[src/rtl/anim_pkg.sv]
// Shared types and widths for the player-sprite animation sequencer.
package anim_pkg;

  typedef enum logic [1:0] {
    IDLE   = 2'd0,
    WALK   = 2'd1,
    JUMP   = 2'd2,
    ATTACK = 2'd3
  } anim_state_t;

  localparam int FRAME_IDX_W = 2;
  localparam int DIV_W       = 6;

endpackage

[src/rtl/anim_frame_cnt.sv]
// Frame divider and frame index pair for one animation loop.
// Advances only on tick; restart zeroes both counters, hold freezes them.
module anim_frame_cnt
  import anim_pkg::*;
(
  input  logic                   clk,
  input  logic                   rst,
  input  logic                   tick,
  input  logic                   restart,
  input  logic                   hold,
  input  logic [FRAME_IDX_W:0]   frames,
  input  logic [DIV_W-1:0]       div,
  output logic [FRAME_IDX_W-1:0] frame_idx,
  output logic                   last
);

  localparam logic [DIV_W-1:0]     DIV_ONE   = 1;
  localparam logic [FRAME_IDX_W:0] FRAME_ONE = 1;

  logic [DIV_W-1:0] div_cnt;
  logic             div_end;
  logic             frame_end;

  // Terminal-count decodes for the divider and the frame loop
  always_comb begin
    div_end   = (div_cnt == (div - DIV_ONE));
    frame_end = ({1'b0, frame_idx} == (frames - FRAME_ONE));
    last      = div_end && frame_end;
  end

  // Divider counts ticks within a frame; the frame index wraps after the last frame
  always_ff @(posedge clk) begin
    if (rst) begin
      div_cnt   <= '0;
      frame_idx <= '0;
    end else if (tick) begin
      if (restart) begin
        div_cnt   <= '0;
        frame_idx <= '0;
      end else if (!hold) begin
        if (div_end) begin
          div_cnt   <= '0;
          frame_idx <= frame_end ? '0 : frame_idx + 1'b1;
        end else begin
          div_cnt <= div_cnt + DIV_ONE;
        end
      end
    end
  end

endmodule

[src/rtl/anim_seq.sv]
// Player-sprite animation sequencer. Everything advances on frame_tick so
// animation speed is independent of the system clock; the only activity
// between ticks is latching an attack request.
module anim_seq
  import anim_pkg::*;
#(
  parameter int unsigned IDLE_FRAMES = 2,
  parameter int unsigned IDLE_DIV    = 30,
  parameter int unsigned WALK_FRAMES = 4,
  parameter int unsigned WALK_DIV    = 6,
  parameter int unsigned ATK_FRAMES  = 4,
  parameter int unsigned ATK_DIV     = 4
) (
  input  logic                   clk,
  input  logic                   rst,
  input  logic                   frame_tick,
  input  logic                   move_left,
  input  logic                   move_right,
  input  logic                   on_ground,
  input  logic                   attack_req,
  output anim_state_t            anim_state,
  output logic [FRAME_IDX_W-1:0] frame_idx,
  output logic                   facing_left,
  output logic                   attack_active,
  output logic                   attack_done
);

  localparam logic [FRAME_IDX_W:0] IDLE_FR = IDLE_FRAMES[FRAME_IDX_W:0];
  localparam logic [FRAME_IDX_W:0] WALK_FR = WALK_FRAMES[FRAME_IDX_W:0];
  localparam logic [FRAME_IDX_W:0] ATK_FR  = ATK_FRAMES[FRAME_IDX_W:0];
  localparam logic [DIV_W-1:0]     IDLE_DV = IDLE_DIV[DIV_W-1:0];
  localparam logic [DIV_W-1:0]     WALK_DV = WALK_DIV[DIV_W-1:0];
  localparam logic [DIV_W-1:0]     ATK_DV  = ATK_DIV[DIV_W-1:0];

  anim_state_t          next_state;
  anim_state_t          free_state;
  logic                 attack_pend;
  logic                 one_dir;
  logic                 cnt_restart;
  logic                 cnt_hold;
  logic                 cnt_last;
  logic [FRAME_IDX_W:0] cur_frames;
  logic [DIV_W-1:0]     cur_div;

  // Next-state selection: a pending attack wins, otherwise airborne, walking, idle;
  // an attack only yields once its final frame has fully elapsed
  always_comb begin
    one_dir = move_left ^ move_right;
    if (!on_ground)   free_state = JUMP;
    else if (one_dir) free_state = WALK;
    else              free_state = IDLE;

    next_state = anim_state;
    if (anim_state == ATTACK) begin
      if (cnt_last) next_state = free_state;
    end else if (attack_pend) begin
      next_state = ATTACK;
    end else begin
      next_state = free_state;
    end

    cnt_restart = (next_state != anim_state);
    cnt_hold    = (anim_state == JUMP);
  end

  // Loop length and frame rate for the current state
  always_comb begin
    cur_frames = IDLE_FR;
    cur_div    = IDLE_DV;
    case (anim_state)
      IDLE:    begin cur_frames = IDLE_FR; cur_div = IDLE_DV; end
      WALK:    begin cur_frames = WALK_FR; cur_div = WALK_DV; end
      ATTACK:  begin cur_frames = ATK_FR;  cur_div = ATK_DV;  end
      default: begin cur_frames = IDLE_FR; cur_div = IDLE_DV; end
    endcase
  end

  anim_frame_cnt u_frame_cnt (
    .clk       (clk),
    .rst       (rst),
    .tick      (frame_tick),
    .restart   (cnt_restart),
    .hold      (cnt_hold),
    .frames    (cur_frames),
    .div       (cur_div),
    .frame_idx (frame_idx),
    .last      (cnt_last)
  );

  // State register, attack request latch, facing and attack status outputs
  always_ff @(posedge clk) begin
    if (rst) begin
      anim_state    <= IDLE;
      attack_pend   <= 1'b0;
      facing_left   <= 1'b0;
      attack_active <= 1'b0;
      attack_done   <= 1'b0;
    end else begin
      attack_done <= 1'b0;
      if (attack_req && anim_state != ATTACK) attack_pend <= 1'b1;
      if (frame_tick) begin
        anim_state    <= next_state;
        attack_active <= (next_state == ATTACK);
        if (anim_state != ATTACK && attack_pend) attack_pend <= 1'b0;
        if (anim_state == ATTACK && next_state != ATTACK) attack_done <= 1'b1;
        if (anim_state != ATTACK && one_dir) facing_left <= move_left;
      end
    end
  end

endmodule

[config.mk]
export PLATFORM = sky130hd
export DESIGN_NAME = anim_seq
export DESIGN_NICKNAME = d
export VERILOG_FILES = /design/src/rtl/anim_pkg.sv /design/src/rtl/anim_frame_cnt.sv /design/src/rtl/anim_seq.sv
export SDC_FILE = /design/constraint.sdc
export NUM_CORES = 1
export LEC_CHECK = 0
export BUFFER_PORTS_ARGS = -buffer_cell sky130_fd_sc_hd__buf_2
export CORE_MARGIN = 2
export CORE_UTILIZATION = 45
export CTS_BUF_LIST = sky130_fd_sc_hd__clkbuf_16
export CTS_CLUSTER_DIAMETER = 40
export DETAILED_ROUTE_END_ITERATION = 8
export HOLD_SLACK_MARGIN = 0.05
export PLACE_DENSITY = 0.62
export RECOVER_POWER = 25
export SYNTH_ARGS = -nofsm -noshare
export SYNTH_HDL_FRONTEND = slang
export SYNTH_HIERARCHICAL = 1
export SYNTH_SLANG_ARGS = --single-unit
[constraint.sdc]
create_clock -name clk -period 5.89 [get_ports clk]
set_input_delay 0.2945 -clock clk [delete_from_list [all_inputs] [get_ports clk]]
set_output_delay 0.2945 -clock clk [all_outputs]
set_load 0.03 [all_outputs]
# ---- Yosys cells after proc, flatten, opt, wreduce, memory -nomap -nowiden
# Cells that the tools add are included.
dict set report op_classes {
  n_eq_ne 10
  bitwise 2
  reduce_logical 11
  n_addsub 4
  mux 18
}
# op count
set ops {}
lappend ops {{$mux W6} 3}
lappend ops {{$mux W2} 8}
lappend ops {{$pmux W5 S2} 1}
lappend ops {{$add A6 B1 Y6 const B} 1}
lappend ops {{$eq A2 B2 Y1 const B} 3}
lappend ops {{$eq A6 B6 Y1} 1}
lappend ops {{$ne A2 B2 Y1 const B} 3}
lappend ops {{$sub A5 B1 Y6 const B} 1}
lappend ops {{$logic_and A1 B1 Y1} 5}
lappend ops {{$mux W1} 5}
lappend ops {{$reduce_and A2 Y1} 2}
lappend ops {{$reduce_or A2 Y1} 2}
lappend ops {{$eq A2 B3 Y1} 1}
lappend ops {{$mux W3} 1}
lappend ops {{$reduce_and A3 Y1} 1}
lappend ops {{$sub A3 B1 Y3 const B} 1}
lappend ops {{$add A2 B1 Y2 const B} 1}
lappend ops {{$eq A2 B1 Y1 const B} 1}
lappend ops {{$ne A2 B2 Y1} 1}
lappend ops {{$reduce_bool A2 Y1} 1}
lappend ops {{$not A1 Y1} 1}
lappend ops {{$xor A1 B1 Y1} 1}
dict set report word_totals {
  out_inout_bits 7
  inputBits 7
  wordCells 52
  register_bits 14
}

# ---- Depth between registers and ports, before layout
# Gate-level depths: netlist of run 1.
dict set report depth {
  depth_word 11
  mapped_depth 17
  ltp_nobuf 16
}

# ---- Cells and area by module
# Netlist of run 1, hierarchy kept.
# mod seq_area_each_um2 area_per_inst_um2 cells_per_inst n_inst
set modules_own_cells {}
lappend modules_own_cells {anim_frame_cnt 160.2 689.4 86 1}
lappend modules_own_cells {anim_seq 120.1 329.1 40 1}

# ---- Worst setup path before layout of run 1
# Ideal clock, no wire load.
dict set report synth_timing {
  kind {flip-flop to flip-flop}
  start {reg anim_state[0]}
  end {reg u_frame_cnt.frame_idx[1]}
  required_ns 5.831
  synth_period_minus_slack_ns 3.516
  setup_ns 0.059
  n_path_buf 1
  path_stages_with_launch 15
  t_arrival_ns 3.456
  path_slack_ns 2.374
  cell_sequence {dfxtp_1 -> buf_6 -> inv_1 -> xor2_1 -> a21boi_0 -> nor4_4 -> o2111ai_4 -> nor4_1 -> nand2_1 -> o211ai_1 -> o41a_1 -> o21ai_0 -> or4b_2 -> mux2_4 -> nand2_2}
}
dict set report synth_between {
  word_cells_on_any_way 21
  cone_classes {add/sub (2); eq/ne (7); mux (8); reduce/logical (4)}
}
# item line_no
set synth_lines {}
lappend synth_lines {{from (decl)} anim_seq.sv:21} ;# output anim_state_t anim_state,
lappend synth_lines {{from (signal assigned)} anim_seq.sv:102} ;# anim_state <= next_state;
lappend synth_lines {{$eq A2 B2 Y1 or $eq A2 B1 Y1 (tied branches)} anim_seq.sv:70} ;# case (anim_state)
lappend synth_lines {{$pmux W5 S2 (*)} anim_seq.sv:70}
lappend synth_lines {{net cur_div[3]} anim_seq.sv:43} ;# logic [DIV_W-1:0] cur_div;
lappend synth_lines {{$sub A5 B1 Y6 (*)} anim_frame_cnt.sv:26} ;# div_end = (div_cnt == (div - DIV_ONE));
lappend synth_lines {{$eq A6 B6 Y1 (*)} anim_frame_cnt.sv:26}
lappend synth_lines {{$logic_and A1 B1 Y1 (*)} anim_frame_cnt.sv:28} ;# last = div_end && frame_end;
lappend synth_lines {{net cnt_last} anim_seq.sv:41} ;# logic cnt_last;
lappend synth_lines {{$mux W2 (*)} anim_seq.sv:55} ;# if (cnt_last) next_state = free_state;
lappend synth_lines {{$mux W2 (*)} anim_seq.sv:54} ;# if (anim_state == ATTACK) begin
lappend synth_lines {{$ne A2 B2 Y1 (*)} anim_seq.sv:62} ;# cnt_restart = (next_state != anim_state);
lappend synth_lines {{net cnt_restart} anim_seq.sv:39} ;# logic cnt_restart;
lappend synth_lines {{$ne A2 B2 Y1 (no line) or $reduce_bool A2 Y1 (tied branches)} --}
lappend synth_lines {{$reduce_and A3 Y1 (no line)} --}
lappend synth_lines {{to (signal assigned)} anim_frame_cnt.sv:43} ;# frame_idx <= frame_end ? '0 : frame_idx + 1'b1;
lappend synth_lines {{to (decl)} anim_frame_cnt.sv:13} ;# output logic [FRAME_IDX_W-1:0] frame_idx,
# The timed path passes the listed nets; every way through them passes the cells marked *. The select of a mux whose other input is x is not followed.
# A chain may end at the register's enable or synchronous reset.

# ---- Final worst setup path of run 1
# Ends and elaborated chain as after synthesis.

==> metrics, run 1 <==
initial antenna violation count=0; period utilization=65.7%; FF/Latch Area=280 sq um; CP delay by family, top=simple AND/OR/NAND/NOR gates; layout cells sized above 1=14.9%; Die ar.=2660 sq um; Die Wd=51.6 um; total negative slack=0 ns; nature of the critical path startpoint=flip-flop; number of detailed-route iterations in the first pass=4; worst-path cell chain=nand2_1 -> inv_1 -> ha_1 -> xnor2_1 -> nor4_4 -> o2111ai_4 -> nor4_1 -> nand2_1 -> o211ai_1 -> o41a_1 -> o21ai_0 -> buf_4 -> or4b_2 -> mux2_4 -> nand2_2; initial core utilization=46.9%; Final setup viols=0; drt wl/cell=10.9 um; Slew Limit Fails=0; detailed placement HPWL=1480 um; First DRT Iteration DRCs=16; Setup Buffers After CTS=0; DR vias=906; RSZ-0062 raised after global routing=no; Layout area overhead=18.2%; max incr delay on CP=0.63 ns; f_max=258 MHz; syn avg cell area=8.08 sq um; slowest CP cell=or4b_2; Chip Height=51.6 um; total track usage=17.8%; worst skew pair latency=0.24 ns; synthesized flop and latch total=14; multi-input logic area=697 sq um; Async SR Flop Fraction=0%; Fin Clk Skew=0.00158 ns; routability congestion estimate=0.762; CTS sink cnt=14; Root Buffer=clkbuf_16; critical path class=reg2reg; # H-tree levels=1; Final ANT Viol Nets=0; number of global-route vias before repair=846; placement row count=17; Max Cap Viol=0; gr ovfl total=0; Syn Inst Count=126; CTS Buf Count=3; status=complete, no violations; most frequent cells in the layout=nand2_1, dfxtp_1, inv_1, conb_1; placed cells=172; Hold Vio Cnt, Final=0; fill cell count=222; Port-buffer cells=13; Seq/Total Area, Yosys=27.5%; diode count=0; CP Max Fanout=13; Arr. time, crit path=4.06 ns; Worst Setup End Kind=flip-flop; CTS tree=built; Total Wirelength=1920 um; Reg clk slew, reported paths=0.05 ns; Hold Path Class=in2reg; Crit path buffers/inverters=2; ys flop type=dfxtp_1; hold_buf cts=0; Yosys warning total=6; pwr/cell area=230 nW/um^2; Post-CTS Resized=0; # nets final=159; Post-synth EDFFs=0; Mapped Area=1020 sq um; min Tclk post-route=3.87 ns; Worst EP required=6.08 ns; vias per cell=5.15; first-pass GRT wire length=3580 um; IR drop worst, VDD=0.000192 V; DRC errors left=0; leak pwr=0.511 nW; IO Pins=14; CP most frequent cell=nand2_1; clk buf depth=2; area of the core=2170 sq um; largest net degree at the start of global routing=14; final core occ=55.5%; Cell variety after synth=43; Finished Layout Cells=176
## sequential cells by signal, indices dropped and copies added (netlist names)
signal                 flops
anim_state                 2
attack_active              1
attack_done                1
attack_pend                1
facing_left                1
u_frame_cnt/div_cnt        6
u_frame_cnt/frame_idx      2
## cell usage after synthesis (2+ instances only)
library cell	number	share of area, %
o21ai_0	6	2.9
nor2_1	6	2.2
and2_1	2	1.2
nor3b_1	2	1.5
nor4_1	4	2.5
nand3_1	3	1.5
nand2_1	13	4.8
inv_1	12	4.4
nand2b_1	3	1.8
ha_1	3	3.7
dfxtp_1	14	28
conb_1	2	0.74
a21oi_1	5	2.5
nor2b_1	2	1.2
o211ai_1	3	2.2
nor3_1	5	2.5
nand2_2	2	1.2
xnor2_1	9	7.7
xor2_1	4	3.4
clkbuf_1	2	0.74
and3_1	2	1.2
## metal layers
metal | GRT usage, % | up-vias | wire, um | share of wire, %
li1 | - | 473 | - | -
met1 | 24.3 | 419 | 926 | 48
met2 | 27.1 | 12 | 927 | 48
met3 | 3.45 | 2 | 55 | 2.9
met4 | 7.89 | 0 | 10 | 0.52
met5 | 0 | - | 0 | 0
## power by group
part           switching (W)  leakage [nW]  internal (W)
Combinational      0.0000291         0.358     0.0000173
Sequential        0.00000442         0.114     0.0000985
Clock              0.0000378        0.0385     0.0000896
Total              0.0000714         0.511      0.000205
## cell families (layout without fill, tap and decap cells)
| logic type | after synthesis | in the layout | share of synthesized area [%] |
|---|---|---|---|
| AO/OA/AOI/OAI | 26 | 26 | 20.3 |
| XOR/XNOR | 13 | 13 | 11.2 |
| adder cells (fa/ha/maj) | 3 | 3 | 3.69 |
| buffers and inverters | 16 | 30 | 6.76 |
| flip-flops | 14 | 14 | 27.5 |
| multiplexers | 2 | 2 | 2.46 |
| other | 2 | 10 | 0.737 |
| AND/OR/NAND/NOR | 50 | 50 | 27.4 |
## worst paths after layout
kind                  from                  endpoint  slack, ns  depth (start not counted)
max          anim_state[0]  u_frame_cnt/frame_idx[1]       2.02                         15
max reg2reg  anim_state[0]  u_frame_cnt/frame_idx[1]       2.02                         15
min              on_ground             anim_state[1]       0.28                          2
min reg2reg  attack_active             attack_active       0.49                          2
## per-stage QoR
step                power (W)  area, sq um  hold WS, ns  setup slack, ns
global route         0.000294         1200        0.298             1.67
CTS                  0.000282         1210        0.275             1.99
finish               0.000277         1200        0.281             2.02
global placement     0.000151         1130        0.477             2.07
floorplan            0.000141         1050        0.359             2.37
detailed placement   0.000152         1130        0.480             2.02
## final cells by class
| cell class | instances | area share (%) |
|---|---|---|
| multi-input combinational | 104 | 57.9 |
| tap | 28 | 2.91 |
| clock inverter | 1 | 0.312 |
| inverter | 12 | 3.74 |
| timing repair buffer | 14 | 5.61 |
| sequential | 14 | 23.3 |
| clock buffer | 3 | 6.24 |
Power figures use the tool's default switching activity.
==> run 2: changes to the inputs <==
Settings changed: PLACE_DENSITY 0.62 to 0.64.
Clock period 5.89 ns to 3.38 ns, I/O delays scaled along.
==> run 2 against run 1 <==
Compared with the run above: routed wire length rose by 9.2%; clock-buffer cell count stayed put; power increased by 75%; critical path depth fell by 2; fmax grew 23%; critical path type unchanged; highest routed layer unchanged; flip-flop and latch count is the same; setup slack worse by 1.8 ns; hold slack got worse by 0.13 ns.
==> metrics, run 2 (synthesis results as in run 1) <==
worst skew pair latency=0.24 ns (about the same); min Tclk post-route=3.15 ns (was 3.87 ns); Hold Path Class=in2reg (unchanged); Layout area overhead=20.4% (was 18.2%); Hold Path Origin=on_ground (unchanged); Fin Clk Skew=0.00144 ns (was 0.00158 ns); Post-CTS Resized=0 (unchanged); Most Crowded Layer GR=met2 (unchanged); nature of the critical path startpoint=flip-flop (unchanged); clk buf depth=2 (unchanged); RSZ-0062 raised after global routing=no (unchanged); f_max=318 MHz (was 258 MHz); largest net degree at the start of global routing=14 (unchanged); internal power=0.000359 W (was 0.000205 W); area of the core=2170 sq um (unchanged); drt wl/cell=11.8 um (was 10.9 um); # nets final=161 (was 159); IO Pins=14 (unchanged); Final setup viols=0 (unchanged); clock power share=45.3% (was 46.0%); routability congestion estimate=0.775 (was 0.762); status=complete, no violations (unchanged); first-pass GRT wire length=3590 um (was 3580 um); initial antenna violation count=0 (unchanged); GR Layer Usage met1=23.7% (was 24.3%); Slew Limit Fails=0 (unchanged); Combinational Power Share=17.5% (was 16.8%); Worst EP required=3.57 ns (was 6.08 ns); DR vias=930 (was 906); Die ar.=2660 sq um (unchanged); Port-buffer cells=13 (unchanged); Sw Share=25.8% (about the same); CTS tree=built (unchanged); IR drop worst, VDD=0.000258 V (was 0.000192 V); # H-tree levels=1 (unchanged); worst setup path start=anim_state[0] (unchanged); Finished Layout Cells=177 (was 176); net load switching power=0.000125 W (was 0.0000714 W); Hold Vio Cnt, Final=0 (unchanged); Max Cap Viol=0 (unchanged); vias per cell=5.25 (was 5.15); placement row count=17 (unchanged); number of detailed-route iterations in the first pass=4 (unchanged); Worst R2R Start=anim_state[0] (unchanged); CTS Buf Count=3 (unchanged); Chip Height=51.6 um (unchanged); diode count=0 (unchanged); Final ANT Viol Nets=0 (unchanged); First DRT Iteration DRCs=19 (was 16); number of global-route vias before repair=867 (was 846); Total Wirelength=2100 um (was 1920 um); max FFs per register=6 (unchanged); most frequent cells in the layout=nand2_1, inv_1, dfxtp_1, conb_1 (was nand2_1, dfxtp_1, inv_1, conb_1); Die Wd=51.6 um (unchanged); hold_buf cts=0 (unchanged); Arr. time, crit path=3.33 ns (was 4.06 ns); period utilization=93.1% (was 65.7%); Worst Setup End Kind=flip-flop (unchanged); Root Buffer=clkbuf_16 (unchanged); met3 Use GR=2.59% (was 3.45%); initial core utilization=46.9% (unchanged); layout cells sized above 1=18.8% (was 14.9%); Setup Buffers After CTS=0 (unchanged); detailed placement HPWL=1580 um (was 1480 um); global routing usage on met2=28.0% (was 27.1%); critical path class=reg2reg (unchanged); placed cells=174 (was 172); pwr/cell area=395 nW/um^2 (was 230 nW/um^2); CTS sink cnt=14 (unchanged); leak pwr=0.520 nW (was 0.511 nW); Reg clk slew, reported paths=0.04 ns (was 0.05 ns); Biggest register=u_frame_cnt/div_cnt (unchanged); total negative slack=0 ns (unchanged); sequential power share=37.3% (was 37.2%); most common cell after layout, fill and taps aside=nand2_1; gr ovfl total=0 (unchanged); Largest regs=u_frame_cnt/div_cnt: 6 flops, anim_state: 2 flops, u_frame_cnt/frame_idx: 2 flops (unchanged); DRC errors left=0 (unchanged); CP Max Fanout=9 (was 13); total track usage=18.4% (was 17.8%)
==> run 2: metrics by stage <==
step	power, W	utilization [%]	area, sq um	setup slack [ns]	hold WS, ns
finish	0.000484	56.5	1230	0.233	0.152
floorplan	0.000247	-	1060	0.0420	0.226
global placement	0.000266	53.3	1160	0.336	0.403
detailed placement	0.000268	53.3	1160	0.229	0.405
CTS	0.000490	56.7	1230	0.211	0.148
global route	0.000506	56.5	1230	0.00999	0.170
==> run 2: final timing paths <==
| kind | slack (ns) | endpoint | depth (start not counted) |
|---|---|---|---|
| setup reg to reg | 0.23 | u_frame_cnt/frame_idx[1] | 13 |
| hold / removal | 0.15 | anim_state[1] | 2 |
| hold reg to reg | 0.50 | attack_active | 2 |
| setup / recovery | 0.23 | u_frame_cnt/frame_idx[1] | 13 |
==> run 2: area by class of cell <==
type / instances / area [sq um]
Fill cell: 230 / 943
Multi-Input combinational cell: 104 / 706
Sequential cell: 14 / 283
Timing Repair Buffer: 16 / 82.6
Clock buffer: 3 / 75.1
Inverter: 12 / 45.0
Tap cell: 28 / 35.0
==> run 2: layer usage <==
| layer | vias up | wire, um | share of wire (%) |
|---|---|---|---|
| li1 | 472 | - | - |
| met1 | 430 | 984 | 47 |
| met2 | 23 | 969 | 46 |
| met3 | 5 | 86 | 4.1 |
| met4 | 0 | 56 | 2.7 |
| met5 | - | 0 | 0 |
==> run 2: worst max-delay path, stage by stage (launching register included) <==
cell and delay (ns):
dfxtp_2 0.41, inv_1 0.15, xor2_1 0.17, a21boi_0 0.17, nor4_4 0.35, o2111ai_4 0.17, nor4_2 0.22, nand2_1 0.09
o211ai_1 0.10, o41a_1 0.19, o21ai_0 0.11, or4b_2 0.64, mux2_4 0.29, nand2_2 0.05
==> run 2: power by group through the flow <==
| stage | clock network (W) | logic (W) | registers (W) |
|---|---|---|---|
| after CTS | 0.000225 | 0.0000849 | 0.000180 |
| after floorplan | 0 | 0.0000588 | 0.000188 |
| after global placement | 0 | 0.0000836 | 0.000183 |
| after global routing | 0.000232 | 0.0000934 | 0.000181 |
| final | 0.000219 | 0.0000845 | 0.000180 |
| after detailed placement | 0 | 0.0000846 | 0.000183 |
==> run 3: changes to the inputs <==
Settings changed: PLACE_DENSITY 0.64 to 0.67.
==> run 3 against run 2 <==
Compared with the run above: fmax shrank 0.18%; via count shrank 1.8%; flip-flop and latch count is the same; hold slack lost 0.00065 ns; clock-buffer cell count is the same; non-clock buffer count is the same; clock skew grew 0.0038 ns; clock power grew 2%; sequential share of layout area shrank 0.23 points; critical endpoint unchanged; largest power group unchanged.
==> metrics, run 3 (synthesis results as in run 1) <==
status=complete, no violations (unchanged); # nets final=161 (unchanged); Finished Layout Cells=178 (was 177); total track usage=18.0% (was 18.4%); worst skew pair latency=0.24 ns (about the same); worst setup path start=anim_state[0] (unchanged); Largest regs=u_frame_cnt/div_cnt: 6 flops, anim_state: 2 flops, u_frame_cnt/frame_idx: 2 flops (unchanged); drt wl/cell=11.4 um (was 11.8 um); Die ar.=2660 sq um (unchanged); initial core utilization=46.9% (unchanged); most common cell after layout, fill and taps aside=nand2_1 (unchanged); max FFs per register=6 (unchanged); Biggest register=u_frame_cnt/div_cnt (unchanged); Worst Setup End Kind=flip-flop (unchanged); placed cell area=1160 sq um (unchanged); slowest CP cell=or4b_2 (unchanged); max incr delay on CP=0.64 ns (about the same); Slew Limit Fails=0 (unchanged); Hold Path Origin=on_ground (unchanged); critical path class=reg2reg (unchanged); CTS sink cnt=14 (unchanged); layout cells sized above 1=19.3% (was 18.8%); placed cells=174 (unchanged); Layout area overhead=21.6% (was 20.4%); worst-path cell chain=nand2_2 -> inv_1 -> ha_1 -> xnor2_1 -> nor4_4 -> o2111ai_4 -> nor4_4 -> nand2_1 -> o211ai_1 -> o41a_1 -> o21ai_0 -> or4b_2 -> mux2_4 -> nand2_2 (was inv_1 -> xor2_1 -> a21boi_0 -> nor4_4 -> o2111ai_4 -> nor4_2 -> nand2_1 -> o211ai_1 -> o41a_1 -> o21ai_0 -> or4b_2 -> mux2_4 -> nand2_2); Combinational Power Share=17.6% (was 17.5%); Die Wd=51.6 um (unchanged); Sw Share=26.2% (was 25.8%); Hold Vio Cnt, Final=0 (unchanged); FF/Latch Area=283 sq um (unchanged); placement row count=17 (unchanged); clock power share=45.5% (was 45.3%); period utilization=93.3% (was 93.1%); CTS tree=built (unchanged); leak pwr=0.523 nW (was 0.520 nW); Place WS=0.202 ns (was 0.229 ns); CP delay by family, top=simple AND/OR/NAND/NOR gates (unchanged); nature of the critical path startpoint=flip-flop (unchanged); most frequent cells in the layout=nand2_1, dfxtp_1, inv_1, conb_1 (was nand2_1, inv_1, dfxtp_1, conb_1); Crit path buffers/inverters=1 (unchanged); number of global-route vias before repair=802 (was 867); net load switching power=0.000128 W (was 0.000125 W); clk buf depth=2 (unchanged); Hold Path Class=in2reg (unchanged); Fin Clk Skew=0.00529 ns (was 0.00144 ns); Reg clk slew, reported paths=0.05 ns (was 0.04 ns); Final ANT Viol Nets=0 (unchanged); IO Pins=14 (unchanged); internal power=0.000361 W (was 0.000359 W); pwr/cell area=395 nW/um^2 (about the same); Setup Buffers After CTS=0 (unchanged); diode count=0 (unchanged); IR drop worst, VDD=0.000201 V (was 0.000258 V); first-pass GRT wire length=3550 um (was 3590 um); Worst EP required=3.57 ns (about the same); First DRT Iteration DRCs=10 (was 19); routability congestion estimate=0.769 (was 0.775); initial antenna violation count=0 (unchanged); Post-CTS Resized=0 (unchanged); number of detailed-route iterations in the first pass=4 (unchanged); Worst R2R Start=anim_state[0] (unchanged); detailed placement HPWL=1470 um (was 1580 um); final non-filler cell area=1240 sq um (was 1230 sq um); Port-buffer cells=13 (unchanged); f_max=317 MHz (was 318 MHz); min Tclk post-route=3.15 ns (about the same); DR vias=913 (was 930); hold_buf cts=0 (unchanged); gr ovfl total=0 (unchanged); vias per cell=5.13 (was 5.25); area of the core=2170 sq um (unchanged); largest net degree at the start of global routing=14 (unchanged); fill cell count=205 (was 230); # H-tree levels=1 (unchanged); CP Max Fanout=9 (unchanged); multi-input logic area=714 sq um (was 706 sq um); sequential power share=36.8% (was 37.3%); Final setup viols=0 (unchanged); DRC errors left=0 (unchanged); Total Wirelength=2030 um (was 2100 um); Root Buffer=clkbuf_16 (unchanged); worst setup margin=0.228 ns (was 0.233 ns); Arr. time, crit path=3.34 ns (was 3.33 ns); CTS Buf Count=3 (unchanged); total negative slack=0 ns (unchanged); Chip Height=51.6 um (unchanged); Max Cap Viol=0 (unchanged)
-- run 3: cell types whose count changed in the layout (fill, tap and decap cells not counted) --
cell      before  now
clkinv_1       0    1
inv_1         12   11
inv_2          0    1
nor4_2         1    0
nor4_4         1    2
-- run 3: final timing paths --
check                        endpoint  slack [ns]  depth (start not counted)
min                     anim_state[1]        0.15                          2
max          u_frame_cnt/frame_idx[1]        0.23                         14
max reg2reg  u_frame_cnt/frame_idx[1]        0.23                         14
min reg2reg             attack_active        0.49                          2
-- run 3: cell type report --
cell class,count,area share [%]
tap,28,2.83
clock inverter,1,0.303
sequential,14,22.8
timing repair buffer,16,6.67
multi-input combinational,104,57.7
inverter,12,3.64
clock buffer,3,6.06
-- run 3: power by group through the flow --
stage	clock, W	combinational (W)	sequential [W]
after floorplan	0	0.0000588	0.000188
after global placement	0	0.0000840	0.000183
after detailed placement	0	0.0000847	0.000183
after CTS	0.000227	0.0000851	0.000180
after global routing	0.000235	0.0000963	0.000182
final	0.000223	0.0000863	0.000180
-- run 3: per-stage QoR --
stage / total power, W / utilization (%) / hold slack [ns]
after global placement: 0.000267 / 53.3 / 0.398
after detailed placement: 0.000268 / 53.3 / 0.400
after global routing: 0.000513 / 57.1 / 0.166
final: 0.000489 / 57.1 / 0.151
after floorplan: 0.000247 / - / 0.226
after CTS: 0.000492 / 56.9 / 0.150
-- run 3: worst register-to-register path, cell delays in order, from the launching register on --
cell and delay [ns]:
dfxtp_2 0.42, nand2_2 0.15, inv_1 0.09, ha_1 0.23, xnor2_1 0.16, nor4_4 0.19, o2111ai_4 0.19, nor4_4 0.20
nand2_1 0.09, o211ai_1 0.09, o41a_1 0.20, o21ai_0 0.12, or4b_2 0.64, mux2_4 0.29, nand2_2 0.05
-- run 3: routing by layer --
layer / up-vias / GRT usage [%] / share of wire, %
li1: 480 / - / -
met3: 2 / 2.59 / 3.3
met4: 0 / 7.89 / 0.79
met5: - / 0 / 0
met1: 419 / 24.1 / 48
met2: 12 / 28.8 / 48
